$ cat src/rtl/alu181_nibble_sequencer.sv
// alu181_nibble_sequencer: drives one 4-bit 74181 slice nibble-serially, LSB nibble first, chaining carry.
// Optional ALU_SEQ_OVERFLOW_EN adds a signed-overflow flag (out_ovf) for A plus B and A minus B.
module alu181_nibble_sequencer #(
   parameter int WIDTH = 16
) (
   input  logic             clk,
   input  logic             rst,
   input  logic             in_valid,
   output logic             in_ready,
   input  logic [WIDTH-1:0] in_a,
   input  logic [WIDTH-1:0] in_b,
   input  logic [3:0]       in_select,
   input  logic             in_mode,
   input  logic             in_cin,
   output logic             out_valid,
   input  logic             out_ready,
   output logic [WIDTH-1:0] out_f,
   output logic             out_cout,
   output logic             out_zero,
`ifdef ALU_SEQ_OVERFLOW_EN
   output logic             out_ovf,
`endif
   output logic [3:0]       alu_a,
   output logic [3:0]       alu_b,
   output logic [3:0]       alu_select,
   output logic             alu_mode,
   output logic             alu_cin,
   input  logic [3:0]       alu_f,
   input  logic             alu_cout
);
   localparam int NIBBLES = WIDTH / 4;
   localparam int CW = NIBBLES > 1 ? $clog2(NIBBLES) : 1;
   typedef enum logic [1:0] {IDLE, RUN, DONE} state_t;
   state_t           state_q, state_d;
   logic [WIDTH-1:0] a_q, a_d, b_q, b_d, res_q, res_d;
   logic [3:0]       sel_q, sel_d;
   logic             mode_q, mode_d, carry_q, carry_d, zero_q, zero_d, run;
   logic [CW-1:0]    cnt_q, cnt_d;
`ifdef ALU_SEQ_OVERFLOW_EN
   logic             cin_q, cin_d, am_q, am_d, bm_q, bm_d, ovf_q, ovf_d, is_add, is_sub;
`endif
   always_comb begin
      state_d = state_q;
      a_d     = a_q;
      b_d     = b_q;
      res_d   = res_q;
      sel_d   = sel_q;
      mode_d  = mode_q;
      carry_d = carry_q;
      zero_d  = zero_q;
      cnt_d   = cnt_q;
`ifdef ALU_SEQ_OVERFLOW_EN
      cin_d   = cin_q;
      am_d    = am_q;
      bm_d    = bm_q;
      ovf_d   = ovf_q;
      is_add  = !mode_q && sel_q == 4'b1001 && cin_q;
      is_sub  = !mode_q && sel_q == 4'b0110 && !cin_q;
`endif
      if (state_q == IDLE && in_valid) begin
         state_d = RUN;
         a_d     = in_a;
         b_d     = in_b;
         sel_d   = in_select;
         mode_d  = in_mode;
         carry_d = in_cin;
         cnt_d   = '0;
`ifdef ALU_SEQ_OVERFLOW_EN
         cin_d   = in_cin;
         am_d    = in_a[WIDTH-1];
         bm_d    = in_b[WIDTH-1];
`endif
      end else if (state_q == RUN) begin
         a_d     = a_q >> 4;
         b_d     = b_q >> 4;
         res_d   = WIDTH'({alu_f, res_q} >> 4);
         carry_d = alu_cout;
         cnt_d   = cnt_q + 1'b1;
         if (cnt_q == CW'(NIBBLES - 1)) begin
            state_d = DONE;
            zero_d  = res_d == '0;
`ifdef ALU_SEQ_OVERFLOW_EN
            ovf_d   = is_add ? (am_q == bm_q && alu_f[3] != am_q) :
                      is_sub ? (am_q != bm_q && alu_f[3] != am_q) : 1'b0;
`endif
         end
      end else if (state_q == DONE && out_ready) begin
         state_d = IDLE;
      end
   end
   always_ff @(posedge clk) begin
      if (rst) begin
         state_q <= IDLE;
         a_q     <= '0;
         b_q     <= '0;
         res_q   <= '0;
         sel_q   <= '0;
         mode_q  <= 1'b0;
         carry_q <= 1'b1;
         zero_q  <= 1'b0;
         cnt_q   <= '0;
`ifdef ALU_SEQ_OVERFLOW_EN
         cin_q   <= 1'b1;
         am_q    <= 1'b0;
         bm_q    <= 1'b0;
         ovf_q   <= 1'b0;
`endif
      end else begin
         state_q <= state_d;
         a_q     <= a_d;
         b_q     <= b_d;
         res_q   <= res_d;
         sel_q   <= sel_d;
         mode_q  <= mode_d;
         carry_q <= carry_d;
         zero_q  <= zero_d;
         cnt_q   <= cnt_d;
`ifdef ALU_SEQ_OVERFLOW_EN
         cin_q   <= cin_d;
         am_q    <= am_d;
         bm_q    <= bm_d;
         ovf_q   <= ovf_d;
`endif
      end
   end
   assign run        = state_q == RUN;
   assign in_ready   = state_q == IDLE;
   assign out_valid  = state_q == DONE;
   assign out_f      = res_q;
   // the carry register holds the top nibble's carry-out once RUN finishes
   assign out_cout   = mode_q | carry_q;
   assign out_zero   = zero_q;
`ifdef ALU_SEQ_OVERFLOW_EN
   assign out_ovf    = ovf_q;
`endif
   assign alu_a      = run ? a_q[3:0] : 4'h0;
   assign alu_b      = run ? b_q[3:0] : 4'h0;
   assign alu_select = run ? sel_q : 4'h0;
   assign alu_mode   = run & mode_q;
   assign alu_cin    = run ? carry_q : 1'b1;
endmodule

$ cat config.mk
export PLATFORM = sky130hd
export DESIGN_NAME = alu181_nibble_sequencer
export DESIGN_NICKNAME = d
export VERILOG_FILES = /design/src/rtl/alu181_nibble_sequencer.sv
export SDC_FILE = /design/constraint.sdc
export NUM_CORES = 1
export LEC_CHECK = 0
export ABC_AREA = 1
export BUFFER_PORTS_ARGS = -buffer_cell sky130_fd_sc_hd__buf_2
export CAP_MARGIN = 15
export CORE_ASPECT_RATIO = 1.2
export CORE_UTILIZATION = 45
export DETAILED_ROUTE_END_ITERATION = 12
export PLACE_DENSITY = 0.72
export REMOVE_ABC_BUFFERS = 1
export SLEW_MARGIN = 20
export SYNTH_ARGS = -nofsm -noshare
export SYNTH_HDL_FRONTEND = slang
export SYNTH_SLANG_ARGS = --single-unit
$ cat constraint.sdc
create_clock -name clk -period 1.67 [get_ports clk]
set_clock_uncertainty 0.2 [all_clocks]
set_input_delay 0.334 -clock clk [delete_from_list [all_inputs] [get_ports clk]]
set_output_delay 0.334 -clock clk [all_outputs]
set_load 0.05 [all_outputs]
==> results.md, run 1 <==
- Post-synthesis register bit count: 59
- IO Port Bufs: 80
- Least-Margin Pin Slew: 0.301 ns
- Syn Area/Cell: 7.14 sq um
- Peak VDD IR: between 0.6 and 0.7 mV
- Cell Area, Synth: 2360 sq um
- Post-Synth Adder-Cell Area: 0.00530
- Stages on worst setup path: 6
- CP arrival: ~1.3 ns
- Post-synth top area share: 0.500
- PwrDens: approximately 1000 nW/um^2
- Site row count: 28
- Crit path time final: 1.85 ns
- # clock sinks: 59
- DIE WIDTH: 68.1 microns
- Min setup slack post-route: -0.179 ns
- Final setup fails: 14
- Buffer and inverter count on the worst path: 4
- CP delay by family, top: buffers and inverters
- Layout cells sized above 1: 0.328
- Critical path's largest stage delay: between 0.3 and 0.4 ns
- Hold_buf cts: 0
- Initial Util: 0.475
- Setup crit start kind: flop
- N_diodes: 0
- Die area: 5540 sq um
- Clock share of power: 0.341
- Max Root-Sink Buffers: 2
- Max Cap Violations: 0
- Hold Path Depth: 3
- R2R cell count: 8
- Kind of critical path: flop to output pin
- Cts bufs inserted: 9
- Die H: between 80 and 90 microns
- Core area: 4970 sq um
- Max Clk Rate: 0.541 GHz
- Comb power frac: 0.219
- Synth Area in XOR/XNOR: 0.00371
- Fin. max-slew vios: 0
- Clock transition at path regs: 0.06 ns
- Drt first pass iters: 4
- Required @ worst endpoint: 1.14 ns
- Vias in the first global route: 2,242
- Largest family of logic cells by synthesized area: simple AND/OR/NAND/NOR gates
- GPL Wtd Cong: 0.724
- Post-synthesis simple-gate area fraction: 0.270
- Placed Cells: 462
- Final Hold Viols: 0
- Hold Slack: 0.00954 ns
- Post-Layout Cell Count: 490
- WL per Instance: between 10 and 15 microns
- Area occupied by multi-input gates: 1110 sq um
- First-pass GRT wire length: 9.67 mm
- Nets: about 470
- Switching share of power: 0.294
- Worst hold path type: input pin to flop
- Avg Vias per Cell: around 4.9
- First DRT Iteration DRCs: 110
- Final ANT Viol Nets: 0
- FF/Latch Area: 1180 sq um
- Hpwl dp: about 3.5 mm
- Crit end category: output pin
- CTS tree: built
- Remaining DRCs: 0
- Layout area overhead: 47.8%
- Power Total: 3560 uW
- Internal power: roughly 2500 uW
- Total track usage: 0.235
- Leak: approximately 0.0015 uW
- Mux cell area share after synthesis: 0
- CP max FO: 5
- YS warnings: 0
- Sequential fraction of the synthesis area: 0.500
- Area contributors post-synth: dfxtp_1 (50%), nand2_1 (17%), nor2_1 (9.2%)
- Root Buffer: clkbuf_8
- Distinct cells, synth: 17
- Unrepaired setup endpoints after global routing: true
- Slowest stage cell on the critical path: dfxtp_2
- Compound-Gate Fraction of Synth Area: 0.148
- Relative slew slack: 0.799
- Crit share post-route: 1.11
- DR vias: 2,418
- Commonest non-fill, non-tap cell in the layout: nand2_1
- Worst-Skew Late Latency: 0.33 ns
- Commonest non-fill, non-tap cells in the layout: nand2_1 (105), buf_2 (64), dfxtp_1 (57)
- P_sw: roughly 1000 uW
- Power share of the sequential group: 0.440
- Max H-tree Level: 3
- Outcome: finished with violations
- Failing checks: negative setup slack
- Total grt overflow: 0
- Crit-path cells: inv_2, nor2_4, inv_4, buf_12, nor2_2, buf_6
- Largest net degree at the start of global routing: 34
- Leading area contributor after synthesis: dfxtp_1
- Initial antenna violation count: 0
- FILL cells: around 420
- Mapped Cells: 331
- I/O pins: 81
- Drt total wl: 6.12 mm
cells by family (layout without fill, tap and decap cells):
| logic type | Yosys count | in the layout |
|---|---|---|
| adder cells (fa/ha/maj) | 1 | 1 |
| AND/OR/NAND/NOR | 167 | 167 |
| flip-flops | 59 | 59 |
| buffers and inverters | 40 | 139 |
| AO/OA/AOI/OAI | 63 | 63 |
| XOR/XNOR | 1 | 1 |
worst paths after layout:
check                          start                    end  slack [ns]
min reg2reg     b_q[12]$_SDFFE_PP0P_   b_q[12]$_SDFFE_PP0P_        0.26
max          state_q[0]$_SDFFE_PP0P_               alu_a[0]       -0.18
max reg2reg  state_q[0]$_SDFFE_PP0P_  out_f[6]$_SDFFE_PP0P_        0.04
min                           in_cin   carry_q$_SDFFE_PP1P_        0.01
cell type report:
class	count	share of cell area
tap	60	0.0215
timing repair buffer	103	0.244
sequential	59	0.339
multi-input combinational	232	0.318
inverter	20	0.0229
clock buffer	15	0.0534
clock inverter	1	0.00143
per-layer routing:
layer | GRT usage | share of wire | up-vias
met5 | 0 | 0 | -
met1 | 0.293 | 0.45 | 1090
met2 | 0.391 | 0.49 | 79
met4 | 0.0875 | 0.0093 | 0
li1 | - | - | 1243
met3 | 0.0506 | 0.053 | 6
sequential cells by signal (all words and copies together) (netlist names):
name,flops
a_q,16
b_q,16
out_f,16
sel_q,4
cnt_q,2
state_q,2
carry_q,1
mode_q,1
out_zero,1
power by group through the flow:
stage / Clock, uW / Sequential [uW] / Combinational (uW)
6_report: 1210 / 1570 / 781
5_1_grt: 1310 / 1580 / 847
4_1_cts: 1230 / 1570 / 765
3_5_place_dp: 0 / 1600 / 618
3_3_place_gp: 0 / 1590 / 608
2_1_floorplan: 0 / 1710 / 271
worst min-delay path, delay by kind of cell:
kind | cells | cell delay [ns]
buf+inv | 1 | 0.08
simple gates | 2 | 0.10
cell usage after synthesis:
master and n:
o21ai_0 21, inv_2 3, a21oi_1 17, buf_6 1
a31oi_1 24, inv_1 17, dfxtp_1 59, nor2_4 1
buf_2 12, ha_1 1, xnor2_1 1, clkbuf_1 7
nand3_1 1, nor2_1 58, nand2_1 106, nand4_1 1
o21ai_2 1
what timing repair did:
item	CTS	global route
pin swaps	3	4
resized for setup	66	16
gates cloned	4	0
buffers inserted	7	2
endpoints found under the setup margin	16	27
per-stage QoR:
step | utilization | setup TNS, ns | worst slack (ns) | instance area (sq um)
after floorplan | - | -37.46 | -0.847 | 2260
after global placement | 0.577 | 0 | 0.0812 | 2870
after detailed placement | 0.577 | 0 | 0.0320 | 2870
after CTS | 0.693 | -2.57 | -0.202 | 3450
after global routing | 0.702 | -3.10 | -0.257 | 3490
final | 0.702 | -2.21 | -0.179 | 3490
Note: power is estimated with default switching activity, not from simulation.
==> inputs of run 2 (changes only) <==
--- a/config.mk
+++ b/config.mk
@@ -5,7 +5,7 @@
 export SDC_FILE = /design/constraint.sdc
 export NUM_CORES = 1
 export LEC_CHECK = 0
-export ABC_AREA = 1
+export ABC_AREA = 0
 export BUFFER_PORTS_ARGS = -buffer_cell sky130_fd_sc_hd__buf_2
 export CAP_MARGIN = 15
 export CORE_ASPECT_RATIO = 1.2
==> run 2 against run 1 <==
Against the previous run: highest routed layer unchanged; via count decreased by 4.7%; cell area is 4.9% lower; die area increased by 0.93%; clock-buffer cell count decreased by 4; critical path type unchanged; worst setup slack improved by 0.014 ns; synthesized area rose by 0.95%; power decreased by 7.4%; maximum frequency up 0.75%; critical path depth fell by 2; critical endpoint is now alu_select[2]; the run still ends with negative setup slack left.
==> results.md, run 2 <==
- Outcome: finished with violations
- Failing checks: negative setup slack
- Hold Path Depth: 3 (unchanged)
- Final ANT Viol Nets: 0 (unchanged)
- Placed Cells: 417 (-9.7%)
- Hold EP: carry_q$_SDFFE_PP1P_
- Cts bufs inserted: 9 (unchanged)
- Post-Layout Cell Count: 438 (-11%)
- WL per Instance: 13.6 microns (+9.2%)
- Crit-path cells: nor2b_4, buf_12, and2_1, buf_6
- Leading area contributor after synthesis: dfxtp_1
- R2r setup slk: -0.02 ns (-0.06 ns)
- Crit share post-route: 1.10 (-0.00828)
- Initial antenna violation count: 0 (unchanged)
- Mapped Cells: 287 (-13%)
- Max Clk Rate: 0.545 GHz (+0.75%)
- Power share of the sequential group: 0.459 (+0.019)
- Layout cells sized above 1: 0.349 (+0.0213)
- N_diodes: 0 (unchanged)
- Avg Vias per Cell: 5.26 (+6.6%)
- Hpwl dp: 3.65 mm (+3.5%)
- Die H: 81.7 microns (+0.46%)
- Max Root-Sink Buffers: 2 (unchanged)
- Switching share of power: 0.268 (-0.0260)
- Total track usage: 0.217 (-0.0181)
- Sequential fraction of the synthesis area: 0.495 (-0.00472)
- Root Buffer: clkbuf_8
- Least-Margin Pin Slew: 0.358 ns (+0.0566 ns)
- Worst-Skew Late Latency: 0.34 ns (about the same)
- Post-synth top area share: 0.495 (-0.00472)
- PwrDens: 994 nW/um^2 (-2.7%)
- DR vias: 2,305 (-4.7%)
- Primary FF master, synth: dfxtp_1
- # clock sinks: 59 (unchanged)
- R2R Path Start: state_q[1]$_SDFFE_PP0P_
- Unrepaired setup endpoints after global routing: true
- Critical path's largest stage delay: 0.33 ns (about the same)
- Drt first pass iters: 4 (unchanged)
- Fin. max-slew vios: 0 (unchanged)
- Post-synth EDFFs: 0 (unchanged)
- R2R cell count: 6 (-2)
- Area contributors post-synth: dfxtp_1 (50%), nand2_1 (12%), a21oi_1 (12%)
- First DRT Iteration DRCs: 172 (+56%)
- GPL Wtd Cong: 0.761 (+5.1%)
- Kind of critical path: flop to output pin
- Pre-CTS setup slack: 0.0328 ns (+0.000869 ns)
- Ys async rst share: 0 (unchanged)
- Max Cap Violations: 0 (unchanged)
- Crit path time final: 1.84 ns (-0.0138 ns)
- Crit end category: output pin
- Comb power frac: 0.154 (-0.065)
- Post-synthesis register bit count: 59 (unchanged)
- Commonest non-fill, non-tap cells in the layout: nand2_1 (76), buf_2 (63), dfxtp_1 (56)
- Peak VDD IR: 0.748 mV (+21%)
- Slowest stage cell on the critical path: dfxtp_2
- Internal power: 2420 uW (-4.0%)
- CP arrival: 1.30 ns (-0.02 ns)
- Final Hold Viols: 0 (unchanged)
- Syn Area/Cell: 8.31 sq um (+16%)
- P_sw: 883 uW (-16%)
- CP max FO: 17 (+12)
- Vias in the first global route: 1,950 (-13%)
- Setup crit start kind: flop
- Distinct cells, synth: 28 (+11)
- Cell Area, Synth: 2380 sq um (+0.95%)
- YS warnings: 0 (unchanged)
- Final setup fails: 18 (+4)
- Hold_buf cts: 0 (unchanged)
- Site row count: 28 (unchanged)
- Max H-tree Level: 3 (unchanged)
- Hold Crit Start: alu_cout
- Nets: 421 (-11%)
- CTS tree: built
- Leak: 0.00140 uW (-9.3%)
- Most common cell in the netlist: nand2_1
- Reg-to-Reg End: b_q[15]$_SDFFE_PP0P_
- Drt total wl: 5.97 mm (-2.4%)
- Min setup slack post-route: -0.166 ns (+0.0138 ns)
- Initial Util: 0.476 (+0.00117)
- Remaining DRCs: 0 (unchanged)
- Layout area overhead: 39.2%
- Commonest non-fill, non-tap cell in the layout: nand2_1
- First-pass GRT wire length: 8.83 mm (-8.8%)
- Required @ worst endpoint: 1.14 ns (about the same)
- Worst Setup SP: state_q[0]$_SDFFE_PP0P_
- Worst hold path type: input pin to flop
- Die area: 5600 sq um (+0.93%)
- Largest net degree at the start of global routing: 28 (-18%)
- DIE WIDTH: 68.5 microns (+0.46%)
- Clock share of power: 0.387 (+0.046)
- IO Port Bufs: 80 (unchanged)
- Total grt overflow: 0 (unchanged)
- Relative slew slack: 0.759 (-0.0399)
- I/O pins: 81 (unchanged)
- Synth cell count leaders: nand2_1 (76), dfxtp_1 (59), a21oi_1 (55)
- Clock transition at path regs: 0.06 ns (about the same)
- Core area: 5010 sq um (+0.70%)
==> run 2: cell count changes in the layout (fill, tap and decap cells not counted), sizes merged, moves of 13 or more <==
cell   previous run  this run
a21oi            17        55
a22oi             0        24
o21ai            22         1
inv              20         0
nor2             59         2
nand2           106        76
a31oi            24         0
and2              0        13
==> run 2: stage by stage <==
stage	total power, uW	hold slack [ns]	TNS, ns	utilization	cell area (sq um)
after floorplan	1790	0.203	-93.46	-	2240
after global placement	1980	0.238	0	0.578	2890
after detailed placement	1990	0.242	0	0.578	2890
after CTS	3300	0.00277	-2.27	0.648	3250
after global routing	3430	0.00300	-4.16	0.663	3320
final	3300	0.00524	-2.17	0.663	3320
==> run 2: power by group through the flow <==
stage	Sequential [uW]	Clock [uW]	Combinational [uW]
after floorplan	1570	0	217
after global placement	1540	0	444
after detailed placement	1540	0	451
after CTS	1510	1290	493
after global routing	1520	1360	545
final	1510	1280	508
==> run 2: cell type report <==
class | instances | area (sq um)
fillers | 455 | 1690
clock inverters | 5 | 52.6
well taps | 60 | 75.1
flip-flops and latches | 59 | 1180
multi-input cells | 203 | 1110
clock buffers | 11 | 141
repair buffers | 100 | 758
==> run 2: worst max path at each step <==
stage / to / slack (ns)
final: alu_select[2] / -0.17
after global routing: alu_a[0] / -0.22
after CTS: alu_select[0] / -0.18
after detailed placement: alu_select[1] / 0.03
after global placement: alu_a[3] / 0.08
after floorplan: alu_cin / -2.09
==> run 2: timing repair <==
action	CTS	global route
setup endpoints to repair	17	17
cloned	1	0
gates resized for setup	39	16
setup buffers	1	3
pin swaps	0	1
==> run 2: cells by family (layout without fill, tap and decap cells) <==
kind of cell / count (synthesis) / after routing / share of synthesized area
mux: 1 / 1 / 0.00420
fa+ha+maj: 1 / 1 / 0.00525
compound gates: 84 / 84 / 0.211
simple gates: 116 / 116 / 0.221
flops: 59 / 59 / 0.495
buf+inv: 25 / 116 / 0.0598
xor+xnor: 1 / 1 / 0.00367
==> run 2: routing by layer <==
metal	global-route usage	share of wire	vias to the layer above
li1	-	-	1158
met1	0.271	0.43	1078
met2	0.336	0.50	61
met3	0.0569	0.046	8
met4	0.119	0.019	0
met5	0	0	-
==> run 2: worst max-delay path, delay by kind of cell (launching register included) <==
family / cells / cell delay [ns]
DFF: 1 / 0.33
buffers and inverters: 2 / 0.32
and+or+nand+nor: 2 / 0.31
==> inputs of run 3 (changes only) <==
--- a/config.mk
+++ b/config.mk
@@ -10,8 +10,9 @@
 export CAP_MARGIN = 15
 export CORE_ASPECT_RATIO = 1.2
 export CORE_UTILIZATION = 45
+export CTS_BUF_LIST = sky130_fd_sc_hd__clkbuf_2 sky130_fd_sc_hd__clkbuf_4 sky130_fd_sc_hd__clkbuf_8
 export DETAILED_ROUTE_END_ITERATION = 12
-export PLACE_DENSITY = 0.72
+export PLACE_DENSITY_LB_ADDON = 0.3
 export REMOVE_ABC_BUFFERS = 1
 export SLEW_MARGIN = 20
 export SYNTH_ARGS = -nofsm -noshare
==> run 3 against run 2 <==
Against the previous run: the run still ends with negative setup slack left; first-iteration DRC count down 1.7%; critical path depth did not move; die area did not move; global-route usage is 2.2 points higher; power fell by 3.0%; sequential power is essentially flat; worst setup slack better by 0.011 ns; via count is 2.8% higher; largest cell class unchanged; largest power group unchanged; highest routed layer unchanged.
==> results.md, run 3 (synthesized netlist as in run 2, its figures left out) <==
- Total grt overflow: 0 (unchanged)
- Final setup fails: 14 (-4)
- Outcome: finished with violations
- PwrDens: 950 nW/um^2 (-4.4%)
- Hold Crit Start: in_select[1]
- Nets: 429 (+1.9%)
- Hold Slack: 0.0318 ns (+0.0265 ns)
- Reg-to-Reg End: carry_q$_SDFFE_PP1P_
- Min setup slack post-route: -0.155 ns (+0.0110 ns)
- Top layer reached by signal wires: met4
- CP arrival: 1.29 ns (about the same)
- Hpwl dp: 3.67 mm (+0.60%)
- Worst-Skew Late Latency: 0.34 ns (about the same)
- First DRT Iteration DRCs: 169 (-1.7%)
- Layout cells sized above 1: 0.368 (+0.0187)
- Drt total wl: 6.15 mm (+3.0%)
- Setup TNS: -1.95 ns (+0.224 ns)
- Setup crit start kind: flop
- Vias in the first global route: 2,128 (+9.1%)
- R2r setup slk: 0.06 ns (+0.08 ns)
- Die H: 81.7 microns (unchanged)
- Initial antenna violation count: 0 (unchanged)
- Site row count: 28 (unchanged)
- Commonest non-fill, non-tap cell in the layout: nand2_1
- R2R Path Start: state_q[0]$_SDFFE_PP0P_
- Remaining DRCs: 0 (unchanged)
- Commonest non-fill, non-tap cells in the layout: nand2_1 (76), buf_2 (64), dfxtp_1 (56)
- IO Port Bufs: 80 (unchanged)
- Hold EP: sel_q[1]$_SDFFE_PP0P_
- Largest net degree at the start of global routing: 28 (unchanged)
- Layout Utilization: 0.673 (+0.00974)
- Worst hold path type: input pin to flop
- Area occupied by multi-input gates: 1120 sq um (+0.68%)
- DIE WIDTH: 68.5 microns (unchanged)
- Hold Path Depth: 3 (unchanged)
- Required @ worst endpoint: 1.14 ns (about the same)
- Crit end category: output pin
- Met2 WL: 3.07 mm (+1.9%)
- Max Root-Sink Buffers: 2 (unchanged)
- Layout area overhead: 41.3%
- I/O pins: 81 (unchanged)
- Max H-tree Level: 3 (unchanged)
- GPL Wtd Cong: 0.792 (+4.0%)
- First-pass GRT wire length: 9.73 mm (+10%)
- Total track usage: 0.239 (+0.0219)
- R2R cell count: 6 (unchanged)
- CTS tree: built
- Crit path time final: 1.82 ns (-0.0110 ns)
- Clock transition at path regs: 0.07 ns (about the same)
- Relative slew slack: 0.795 (+0.0360)
- Die area: 5600 sq um (unchanged)
- Drt first pass iters: 4 (unchanged)
- Length of routed wiring on met1: 2.65 mm (+3.1%)
- Final Hold Viols: 0 (unchanged)
- Initial Util: 0.476 (unchanged)
- Crit share post-route: 1.09 (-0.00658)
- Cts bufs inserted: 9 (unchanged)
- DR vias: 2,370 (+2.8%)
- Routed wl met3: 329 microns (+21%)
- CP max FO: 10 (-7)
- Max Clk Rate: 0.548 GHz (+0.60%)
- Final ANT Viol Nets: 0 (unchanged)
- Failing checks: negative setup slack
- Unrepaired setup endpoints after global routing: true
- Max Cap Violations: 0 (unchanged)
- Fin. max-slew vios: 0 (unchanged)
- FF/Latch Area: 1180 sq um (unchanged)
- Leak: 0.00143 uW (+2.3%)
- Least-Margin Pin Slew: 0.304 ns (-0.0536 ns)
- FILL cells: 418 (-8.1%)
- Avg Vias per Cell: 5.31 (+0.98%)
- N_diodes: 0 (unchanged)
- Kind of critical path: flop to output pin
- Peak VDD IR: 0.706 mV (-5.7%)
- Root Buffer: clkbuf_8
- # clock sinks: 59 (unchanged)
- WL per Instance: 13.8 microns (+1.2%)
- Core area: 5010 sq um (unchanged)
- Pre-CTS setup slack: 0.0658 ns (+0.0329 ns)
run 3: cell types whose count changed in the layout (fill, tap and decap cells not counted), moves of 2 or more:
cell	delta
and2_1	-2
and2_4	+2
buf_12	-2
buf_4	+5
buf_8	+3
dlygate4sd3_1	+2
run 3: cell type report:
type / instances / area share
Tap cell: 60 / 0.0223
Clock buffer: 11 / 0.0449
Multi-Input combinational cell: 203 / 0.331
Sequential cell: 59 / 0.352
Clock inverter: 5 / 0.00817
Timing Repair Buffer: 108 / 0.242
run 3: layer usage:
| metal | vias to the layer above | GRT usage |
|---|---|---|
| met1 | 1123 | 0.291 |
| met3 | 9 | 0.0694 |
| met5 | - | 0 |
| met4 | 0 | 0.106 |
| li1 | 1169 | - |
| met2 | 69 | 0.384 |
run 3: worst max-delay path by stage:
| stage | slack (ns) | end | from | cells after the start |
|---|---|---|---|---|
| global route | -0.22 | alu_b[0] | state_q[0]$_SDFFE_PP0P_ | 4 |
| finish | -0.15 | alu_select[1] | state_q[0]$_SDFFE_PP0P_ | 4 |
| CTS | -0.17 | alu_select[3] | state_q[0]$_SDFFE_PP0P_ | 4 |
| global placement | 0.09 | alu_b[2] | state_q[0]$_SDFFE_PP0P_ | 4 |
| detailed placement | 0.07 | alu_a[2] | state_q[0]$_SDFFE_PP0P_ | 4 |
| floorplan | -2.09 | alu_cin | state_q[0]$_SDFFE_PP0P_ | 2 |
run 3: repair_timing:
action	CTS	global route
gates cloned	2	0
buffers inserted	7	1
pin swaps	0	4
endpoints found under the setup margin	17	27
hold buffers	2	0
endpoints found under the hold margin	1	0
gates resized for setup	50	12
run 3: power by group:
group          leakage (uW)  internal [uW]  total, uW  switching [uW]
registers          0.000483           1480       1520            38.9
logic              0.000852            230        528             297
clock network     0.0000949            607       1160             552
total               0.00143           2310       3200             888
run 3: through the flow:
step / total power, uW / cell area [sq um] / cells
after CTS: 3200 / 3320 / 445
after global routing: 3340 / 3370 / 446
after detailed placement: 1990 / 2880 / 418
after floorplan: 1790 / 2240 / 262
after global placement: 1980 / 2880 / 418
final: 3200 / 3370 / 446
run 3: worst max-delay path: stages, from the launching register on:
cell and delay, ns:
dfxtp_2 0.33, nor2b_4 0.19, buf_12 0.14, and2_1 0.14, buf_6 0.16
